**config.mk**
```make
export PLATFORM = sky130hd
export DESIGN_NAME = data_mem
export DESIGN_NICKNAME = d
export VERILOG_FILES = /design/src/rtl/data_mem.sv
export SDC_FILE = /design/constraint.sdc
export NUM_CORES = 2
export LEC_CHECK = 0
export BUFFER_PORTS_ARGS = -buffer_cell sky130_fd_sc_hd__buf_2
export CORE_MARGIN = 3
export CORE_UTILIZATION = 50
export CTS_CLUSTER_DIAMETER = 200
export DETAILED_ROUTE_END_ITERATION = 7
export HOLD_SLACK_MARGIN = 0.12
export PLACE_DENSITY = 0.66
export SETUP_SLACK_MARGIN = 0.05
export SYNTH_ARGS = -nofsm -noshare
export SYNTH_HDL_FRONTEND = slang
export SYNTH_SLANG_ARGS = --single-unit
```
**constraint.sdc**
```tcl
create_clock -name clk -period 3.56 [get_ports clk]
set_input_delay 0.534 -clock clk [delete_from_list [all_inputs] [get_ports clk]]
set_output_delay 0.534 -clock clk [all_outputs]
set_load 0.005 [all_outputs]
```
**src/rtl/data_mem.sv**
```systemverilog
// Word-addressed data memory for the single-cycle MIPS datapath: combinational
// loads, edge-committed stores, immediate and sticky access-fault reporting.
module data_mem #(
    parameter int unsigned DEPTH     = 64,
    parameter logic [31:0] BASE_ADDR = 32'h0000_0000
) (
    input  logic        clk,
    input  logic        rst_n,
    input  logic        memWr,
    input  logic        memRd,
    input  logic [31:0] addr,
    input  logic [31:0] dataIn,
    output logic [31:0] dataOut,
    output logic        fault,
    output logic        fault_sticky,
    output logic [15:0] wr_count
);

    localparam int unsigned IDX_W    = $clog2(DEPTH);
    localparam logic [32:0] SPAN_33  = 33'(DEPTH) * 33'd4;

    logic [31:0]      mem_r [DEPTH];
    logic [15:0]      wr_count_r;
    logic             fault_sticky_r;

    logic [32:0]      offset_s;
    logic [IDX_W-1:0] idx_s;
    logic             misaligned_s;
    logic             out_of_range_s;
    logic             req_s;
    logic             fault_s;
    logic             wr_ok_s;
    logic             rd_ok_s;
    logic [31:0]      rd_data_s;

    // Address decode; the 33-bit difference exposes addresses below the base via its borrow bit.
    always_comb begin
        offset_s       = {1'b0, addr} - {1'b0, BASE_ADDR};
        idx_s          = offset_s[IDX_W+1:2];
        misaligned_s   = (addr[1:0] != 2'b00);
        out_of_range_s = offset_s[32] | ({1'b0, offset_s[31:0]} >= SPAN_33);
        req_s          = memWr | memRd;
        fault_s        = req_s & (misaligned_s | out_of_range_s);
        wr_ok_s        = memWr & ~fault_s;
        rd_ok_s        = memRd & ~fault_s;
    end

    // Load path: reads the pre-write contents so a same-cycle store shows old data.
    always_comb begin
        rd_data_s = 32'h0000_0000;
        if (rd_ok_s) begin
            rd_data_s = mem_r[idx_s];
        end else begin
            rd_data_s = 32'h0000_0000;
        end
    end

    // Storage array with asynchronous clear of every word.
    always_ff @(posedge clk or negedge rst_n) begin
        if (!rst_n) begin
            for (int i = 0; i < int'(DEPTH); i++) begin
                mem_r[i] <= 32'h0000_0000;
            end
        end else if (wr_ok_s) begin
            mem_r[idx_s] <= dataIn;
        end
    end

    // Store counter and sticky fault flag, updated on the same edge as the write.
    always_ff @(posedge clk or negedge rst_n) begin
        if (!rst_n) begin
            wr_count_r     <= 16'h0000;
            fault_sticky_r <= 1'b0;
        end else begin
            if (wr_ok_s) begin
                wr_count_r <= wr_count_r + 16'h0001;
            end
            if (fault_s) begin
                fault_sticky_r <= 1'b1;
            end
        end
    end

    assign dataOut      = rd_data_s;
    assign fault        = fault_s;
    assign fault_sticky = fault_sticky_r;
    assign wr_count     = wr_count_r;

endmodule

```
==> qor.yml <==
timing:
  relSlewSlack_pct: 9.35
  period_needed_ns: 3.76
  fmax_ghz: 0.266
  hold_viol_final: 0
  setup_viol: 10
  slew_viol_final: 0
  fin_crit_sh_pct: 106
  finalClockSkew_ns: 0.0146
  setup-tns-final_ns: -0.994
  layout_setup_ws_ns: -0.196
  rsz0062_at_grt: "true"
  tightest_slew_ns: 1.36
floorplanning:
  die_h_um: 439
  die_area_mm2: 0.193
  core_area_mm2: 0.186
  die_w_um: 439
  start_util_pct: 50.4
  pin_count: 118
  rows: 158
final_layout:
  drive_above_1_share_pct: 49.4
  nets: 7132
  fin_cells: 9721
  final_common_cell: "dfrtp_1"
  area_growth_pct: 18.1
  final_util_pct: 59.6
  mostFrequentLayoutCells: "dfrtp_1 (2065), mux2_2 (2063), buf_4 (519)"
place:
  post-place-ws_ns: -0.588
  numPortBuffers: 117
  dpl.cell_count: 9299
  gp_congestion: 0.911
  dp.final_hpwl_um: 202000
critical_path:
  cp.arrival_ns: 3.22
  crit_fanout: 8
  cp.required_ns: 3.03
  startpoint_type: "input pin"
  critical_path_class: "input pin to output port"
  critPathCaptureType: "output port"
clock_network:
  cts_sinks: 2065
  cts_tree: "built"
  path_clk_slew_ns: 0.06
  cts_buffers: 211
  cts-htree-levels: 4
  clk_path_buf_depth: 3
  clock_latency_ns: 0.85
  cts-root-buf: "clkbuf_16"
grt:
  grt-ovfl-total: 0
  use_met2_pct: 48.5
  grt_start_max_net_pins: 174
  grtUsageMet1_pct: 44.1
  grt_pass1_wl_um: 454000
  grt_use_total_pct: 31.9
  first_global_vias: 65100
  grt.busiest_layer: "met2"
  antenna_found_initial: 19
  grt_util_met3_pct: 7.20
pwr:
  p_switching_mw: 12.0
  intPower_mw: 37.6
  pwr-share-clk_pct: 45.6
  power.leakage_nw: 53.9
  power_frac_comb_pct: 7.1
  p_sw_share_pct: 24.3
  power_frac_seq_pct: 47.3
  power_density_mw_per_mm2: 448
  irDropWorstVdd_mv: 0.523
synth:
  ys_warn_count: 0
  async_flop_share_pct: 100
  avgSynthCellArea_um2: 14.0
  ys_types: 71
  netlist.area_leader.share_pct: 55.1
  yosysSeqAreaShare_pct: 55.1
  synth-seq-cells: 2065
  syn_nets: 6771
  synth_top_cell_by_area: "dfrtp_1"
  postSynthCellCount: 6702
  ys.flop_type: "dfrtp_1"
  synthesis.area_mm2: 0.0938
  synth_edf_count: 0
  synth_area_leaders: "dfrtp_1 (55%), mux2_2 (25%), mux4_2 (3.7%), mux2i_1 (1.9%), o22ai_1 (1.8%)"
routing:
  drtPass1Iterations: 8
  via_per_inst: 6.48
  drc: 0
  wl_um: 308000
  drtIter0Drc: 6464
  via_count: 63000
  postRouteAntennaNets: 0
  wl_per_cell_um: 31.7
run_status:
  status: "finished, violations left"
  violations: "negative setup slack"
min_path:
  hp-class: "input pin to asynchronous set/reset pin"
job:
  drv_cap: 0
-- synth_stat cells, types with 10 or more instances --
master,n
dfrtp_1,2065
mux2_2,2063
clkbuf_1,324
o22ai_1,276
buf_2,251
o221ai_1,197
mux2i_1,176
nor2_1,172
mux4_2,154
mux2_1,141
a21oi_1,130
nand2_1,130
o21ai_0,114
buf_4,82
buf_1,51
a221oi_1,39
a22oi_1,32
a222oi_1,23
a2bb2oi_1,22
a211oi_1,21
a2111oi_0,15
nor2b_1,14
o22a_1,14
nor4_1,13
nand3_1,11
a31oi_1,10
o2111a_1,10
xnor2_1,10
-- through the flow --
step / hold WS [ns] / power [mW] / instance area (um2)
2_1_floorplan: 0.238 / 25.2 / 93800
3_3_place_gp: 0.448 / 27.2 / 103000
3_5_place_dp: 0.451 / 27.3 / 103000
4_1_cts: 0.165 / 49.7 / 110000
5_1_grt: 0.210 / 51.0 / 111000
6_report: 0.203 / 49.6 / 111000
-- final timing paths --
| path | startpoint | endpoint | slack, ns | depth (start not counted) |
|---|---|---|---|---|
| worst max-delay path | addr[8] | dataOut[17] | -0.20 | 12 |
| worst min-delay path | rst_n | mem_r[1643] | 0.20 | 2 |
| worst max register to register | wr_count[0] | wr_count[14] | 1.84 | 5 |
| worst min register to register | wr_count[15] | wr_count[15] | 0.46 | 1 |
| max in group asynchronous | rst_n | mem_r[1752] | 2.07 | 4 |
| min in group clk | dataIn[6] | mem_r[742] | 0.25 | 2 |
-- logic make-up after synthesis --
| logic type | synth area share [%] |
|---|---|
| flip-flops | 55.1 |
| buffers and inverters | 3.56 |
| multiplexers | 32.0 |
| adder cells (fa/ha/maj) | 0.0133 |
| XOR/XNOR | 0.140 |
| AND/OR/NAND/NOR | 2.05 |
| AO/OA/AOI/OAI | 7.14 |
-- routing by layer --
layer	vias to the layer above	routed length [um]
li1	25700	-
met2	2944	139000
met3	779	27100
met4	6	14000
met5	-	41
met1	33600	128000
-- layout make-up --
class                      instances  area [um2]
fill                           14100       75200
inverter                           6        31.3
antenna                            8        20.0
clock inverter                    56         664
multi-input combinational       3921       39900
clock buffer                     327        6450
timing repair buffer             858        8990
tap                             2480        3100
sequential                      2065       51700
-- flip-flops by register name, summed over array words and instances (netlist names) --
signal	flops
fault_sticky	1
mem_r	2048
wr_count	16
-- power groups by stage --
| stage | combinational (mW) | sequential (mW) | clock, mW |
|---|---|---|---|
| floorplan | 1.34 | 23.9 | 0 |
| global placement | 3.34 | 23.9 | 0 |
| finish | 3.53 | 23.5 | 22.6 |
| detailed placement | 3.37 | 23.9 | 0 |
| CTS | 3.44 | 23.5 | 22.8 |
| global route | 3.70 | 23.5 | 23.8 |
-- what timing repair did --
action | in CTS | in global routing
setup endpoints to repair | 29 | 29
pin swaps | 22 | 27
resized for setup | 100 | 59
hold endpoints to repair | 240 | 0
hold buffers | 1 | 0
buffers inserted | 16 | 15
gates cloned | 3 | 0
-- critical path, cell delays in order --
cell and delay, ns:
buf_6 0.09, or4_4 0.53, nor3_4 0.16, nand4_4 0.16, buf_12 0.20, or2_4 0.28, buf_12 0.15, buf_12 0.14
a211o_1 0.31, nor4_4 0.40, buf_4 0.18, buf_6 0.08
No activity file was read; power rests on OpenSTA's default activity.
